## config.mk

```make
export PLATFORM = sky130hd
export DESIGN_NAME = pc_fetch_stage
export DESIGN_NICKNAME = d
export VERILOG_FILES = /design/src/rtl/pc_fetch_stage_pkg.sv /design/src/rtl/pc_fetch_stage_adder.sv /design/src/rtl/pc_fetch_stage.sv
export SDC_FILE = /design/constraint.sdc
export NUM_CORES = 1
export LEC_CHECK = 0
export ABC_AREA = 1
export BUFFER_PORTS_ARGS = -buffer_cell sky130_fd_sc_hd__buf_2
export CORE_MARGIN = 2
export CORE_UTILIZATION = 40
export CTS_BUF_LIST = sky130_fd_sc_hd__clkbuf_16
export DETAILED_ROUTE_END_ITERATION = 6
export GPL_ROUTABILITY_DRIVEN = 1
export SYNTH_ARGS = -nofsm -noshare
export SYNTH_HDL_FRONTEND = slang
export SYNTH_SLANG_ARGS = --single-unit
```

## constraint.sdc

```tcl
create_clock -name clk -period 2.7 [get_ports clk]
set_input_delay 0.27 -clock clk [delete_from_list [all_inputs] [get_ports clk]]
set_output_delay 0.27 -clock clk [all_outputs]
set_load 0.01 [all_outputs]
```

## src/rtl/pc_fetch_stage_pkg.sv

```systemverilog
// Shared fetch-stage definitions: FSM state encoding, reset PC, NOP word and PC step.
package pc_fetch_stage_pkg;

  typedef enum logic [1:0] {
    ST_IDLE = 2'd0,
    ST_REQ  = 2'd1,
    ST_WAIT = 2'd2
  } fetch_state_t;

  localparam logic [31:0] NOP_INST           = 32'h0000_0013;
  localparam logic [31:0] RESET_PC_DEFAULT   = 32'h4000_0000;
  localparam logic [31:0] INST_BYTES_DEFAULT = 32'd4;

  function automatic logic [31:0] word_align(input logic [31:0] addr);
    return addr & 32'hFFFF_FFFC;
  endfunction

endpackage

```

## src/rtl/pc_fetch_stage_adder.sv

```systemverilog
// Core 32-bit adder, used here for the sequential PC increment (wraps modulo 2^32).
module pc_fetch_stage_adder (
  input  logic [31:0] i_in0,
  input  logic [31:0] i_in1,
  output logic [31:0] o_sum
);

  assign o_sum = i_in0 + i_in1;

endmodule

```

## src/rtl/pc_fetch_stage.sv

```systemverilog
// Instruction-fetch front end: owns the PC, keeps one imem read in flight and holds the
// returned instruction in a single-entry register for decode; wrong-path responses are squashed.
module pc_fetch_stage
  import pc_fetch_stage_pkg::*;
#(
  parameter logic [31:0] RESET_PC   = RESET_PC_DEFAULT,
  parameter logic [31:0] INST_BYTES = INST_BYTES_DEFAULT
) (
  input  logic        clk,
  input  logic        rst_n,
  input  logic        redirect_valid,
  input  logic [31:0] redirect_pc,
  output logic        imem_req_valid,
  input  logic        imem_req_ready,
  output logic [31:0] imem_addr,
  input  logic        imem_resp_valid,
  input  logic [31:0] imem_resp_data,
  output logic        if_valid,
  output logic [31:0] if_pc,
  output logic [31:0] if_inst,
  input  logic        id_ready
);

  fetch_state_t r_state;
  logic [31:0]  r_pc;
  logic [31:0]  r_req_pc;
  logic         r_drop;
  logic         r_if_valid;
  logic [31:0]  r_if_pc;
  logic [31:0]  r_if_inst;

  logic         w_slot_free;
  logic         w_issue;
  logic         w_handshake;
  logic [31:0]  w_pc_seq;

  pc_fetch_stage_adder u_pc_adder (
    .i_in0 (r_req_pc),
    .i_in1 (INST_BYTES),
    .o_sum (w_pc_seq)
  );

  // A request may only go out if its response is guaranteed a free slot.
  assign w_slot_free = !r_if_valid || id_ready;
  assign w_issue     = (r_state == ST_REQ) && w_slot_free;
  assign w_handshake = w_issue && imem_req_ready;

  assign imem_req_valid = w_issue;
  assign imem_addr      = r_pc;
  assign if_valid       = r_if_valid;
  assign if_pc          = r_if_pc;
  assign if_inst        = r_if_inst;

  always_ff @(posedge clk or negedge rst_n) begin
    if (!rst_n) begin
      r_state    <= ST_IDLE;
      r_pc       <= RESET_PC;
      r_req_pc   <= RESET_PC;
      r_drop     <= 1'b0;
      r_if_valid <= 1'b0;
      r_if_pc    <= 32'h0;
      r_if_inst  <= NOP_INST;
    end else if (redirect_valid) begin
      r_pc       <= word_align(redirect_pc);
      r_if_valid <= 1'b0;
      case (r_state)
        ST_IDLE: r_state <= ST_REQ;
        ST_REQ: begin
          if (w_handshake) begin
            r_state  <= ST_WAIT;
            r_req_pc <= r_pc;
            r_drop   <= 1'b1;
          end
        end
        ST_WAIT: begin
          // A response landing with the redirect is simply discarded; nothing is left in flight.
          if (imem_resp_valid) begin
            r_state <= ST_REQ;
            r_drop  <= 1'b0;
          end else begin
            r_drop  <= 1'b1;
          end
        end
        default: r_state <= ST_IDLE;
      endcase
    end else begin
      if (r_if_valid && id_ready)
        r_if_valid <= 1'b0;
      case (r_state)
        ST_IDLE: r_state <= ST_REQ;
        ST_REQ: begin
          if (w_handshake) begin
            r_state  <= ST_WAIT;
            r_req_pc <= r_pc;
          end
        end
        ST_WAIT: begin
          if (imem_resp_valid) begin
            r_state <= ST_REQ;
            if (r_drop) begin
              r_drop <= 1'b0;
            end else begin
              r_if_valid <= 1'b1;
              r_if_pc    <= r_req_pc;
              r_if_inst  <= imem_resp_data;
              r_pc       <= w_pc_seq;
            end
          end
        end
        default: r_state <= ST_IDLE;
      endcase
    end
  end

endmodule

```

==> results.tsv <==
metric	value	unit
yosys_most_used_dff	dfrtp_1	
synth.lib_cells_used.distinct	32	
cts_root_buffer	clkbuf_16	
run_status	completed	
post_synth_instance_area	5840	um^2
layout_commonest_cell	nand2_1	
drtIter0Drc	318	
finalMaxSlewViolations	0	
floorplan.core_area	14400	um^2
post-cts-setup-buffer-count	0	
netlist.top_cell.by_area	dfrtp_1	
critical_path.startpoint_type	flop	
floorplan.initialDensity	40.6	%
ys_async_sr_fraction	100	%
die_width	125	um
global_route.usage.total	20.7	%
timing.final.crit_share	71.6	%
tightestPinTransition	0.955	ns
synth_edf_count	0	
postRouteWirelength	15.4	mm
final_nets	933	
die_h	125	um
globalRoute.totalOverflow	0	
cts_max_level	4	
postSynthRegisterBits	132	
dr_total_vias	5120	
power_per_cell_area	1070	nW/um^2
rsz0062_at_grt	false	
ant_nets	0	
report.final.setup_viol	0	
hpwlAfterDp	10.9	mm
cp_cell_sequence	inv_2, nand2_2, nor3_4, nand2_2, inv_2, buf_4, nand2_1, o211ai_1	
grt_antenna_before_repair	2	
final_core_utilization	51.6	%
grt_max_degree	99	
via_density	4.83	
post_route_cells_drive_above_1_share	25.9	%
drt_drc_violations_left	0	
design.die.area	15600	um^2
p_leak	3.95	nW
cp_slowest_stage_delay	0.45	ns
cp_top_family	buffers and inverters	
max_cap_viol_count	0	
synthToLayoutAreaGrowth	27.1	%
arrival	2.26	ns
synth_warnings	0	
netlist_instances	695	
synth-seq-area-share	56.7	%
synth.area.top_cells	dfrtp_1 (54%), nand2_1 (15%), nor2_1 (5.5%), o21ai_0 (3.9%), nand3_1 (3.0%)	
clock_skew_after_layout	0.0110	ns
cp_num_buf_inv	3	
cts_tree	yes	
tritoncts.num_buffers	17	
core.rowCount	44	
placer_congestion	0.839	
critical_path_required	3.03	ns
hold_violations	0	
grt_first_pass_wirelength	25.8	mm
clock_edge_transition_at_the_registers_on_the_reported_setup_and_hold_paths	0.05	ns
synth_largest_type_area_fraction	54.4	%
avgRoutedWirePerCell	14.6	um
max_clock_freq	517	MHz
crit_path_max_fanout	32	
cp_slowest_cell	inv_2	
clk-insertion-delay-late	0.42	ns
port_buffers	165	
slew-limit-headroom	36.4	%
max-clock-path-buffers	2	
first_pass_iters	4	
finalSetupTns	0	ns
io-pin-count	168	
mostFrequentLayoutCells	nand2_1 (237), buf_2 (164), dfrtp_1 (127)	
final.min_clock_period	1.93	ns
vdd_drop_max	436	uV
kind_of_path_behind_the_tightest_hold_check	in -> reg	
layout_filler_cell_count	1363	
mappedNetlistNets	766	
worstSetupEndpointType	flop	
post_cts.resized_instances	0	
critPathKind	reg -> reg	
cts.sinks	132	
postSynthAreaPerCell	8.40	um^2
number_of_global_route_vias_before_repair	5112	
## layer usage
metal | track usage [%] | vias up | share of wire [%]
li1 | - | 2558 | -
met1 | 27.8 | 2385 | 46
met3 | 6.74 | 16 | 7.7
met4 | 6.87 | 2 | 1.3
met5 | 0 | - | 0.084
met2 | 31.9 | 159 | 45
## cells in the mapped netlist, types with 3 or more instances
cell type,n
dfrtp_1,127
mux2_2,4
buf_2,11
a21oi_1,23
dfstp_2,5
xor2_1,8
o21ai_0,46
nand2_2,4
nand3_1,35
nand4_1,6
inv_1,45
nand2_1,237
inv_2,3
nor2_1,85
clkbuf_1,15
o211ai_1,3
a22oi_1,15
o22ai_1,3
## cells by family after synthesis
group                      share of synthesized area (%)
AOI/OAI and AO/OA                                   9.28
xor gates and xnor gates                            1.20
adders and majority gates                          0.214
buffers and inverters                               5.51
DFF                                                 56.7
muxes                                              0.772
and+or+nand+nor                                     26.3
## worst register-to-register path, delay by kind of cell, from the launching register on
kind	cells	cell delay, ns
buffers and inverters	3	0.93
and+or+nand+nor	4	0.47
DFF	1	0.37
AOI/OAI and AO/OA	1	0.09
## sequential cells by signal, indices dropped and copies added (netlist names)
| signal | count |
|---|---|
| if_inst | 32 |
| if_pc | 32 |
| imem_addr | 32 |
| r_req_pc | 32 |
| r_state | 2 |
| if_valid | 1 |
| r_drop | 1 |
## path summary, 6_finish.rpt
kind,from,endpoint,slack [ns],cells after the start
worst min register to register,if_inst[4],if_inst[4],0.47,2
worst max register to register,r_state[0],imem_addr[3],0.77,8
min in group asynchronous,rst_n,imem_addr[10],0.31,2
worst max-delay path,r_state[0],imem_addr[3],0.77,8
max in group asynchronous,rst_n,if_inst[1],1.57,3
worst min-delay path,imem_resp_data[28],if_inst[28],0.05,3
## cell type report
cell class                      instances  area [um^2]  area share, %
Sequential cell                       132         3310           44.6
Tap cell                              184          230           3.10
Clock inverter                         15          125           1.69
Inverter                               48          180           2.43
Antenna cell                            1         2.50         0.0337
Multi-Input combinational cell        486         2210           29.8
Clock buffer                           17          425           5.73
Timing Repair Buffer                  177          937           12.6
## what timing repair did
item,4_1_cts,5_1_grt
hold buffers,1,0
endpoints found under the hold margin,29,0
endpoints found under the setup margin,0,0
## report_power, final
part | internal [mW] | total [mW] | switching, mW
combinational | 0.965 | 2.43 | 1.47
sequential | 2.78 | 3.37 | 0.592
clock | 1.33 | 2.15 | 0.825
total | 5.07 | 7.96 | 2.88
## per-stage QoR
step	setup slack [ns]	hold WS, ns	instance area [um^2]	cells	power [mW]
floorplan	1.27	-0.0256	5840	695	4.77
global placement	0.806	0.172	6860	1026	5.77
detailed placement	0.749	0.175	6860	1026	5.84
CTS	0.737	0.0307	7420	1059	8.05
global route	0.560	0.0348	7420	1059	8.58
finish	0.765	0.0457	7420	1060	7.96
Note: power is estimated with default switching activity, not from simulation.
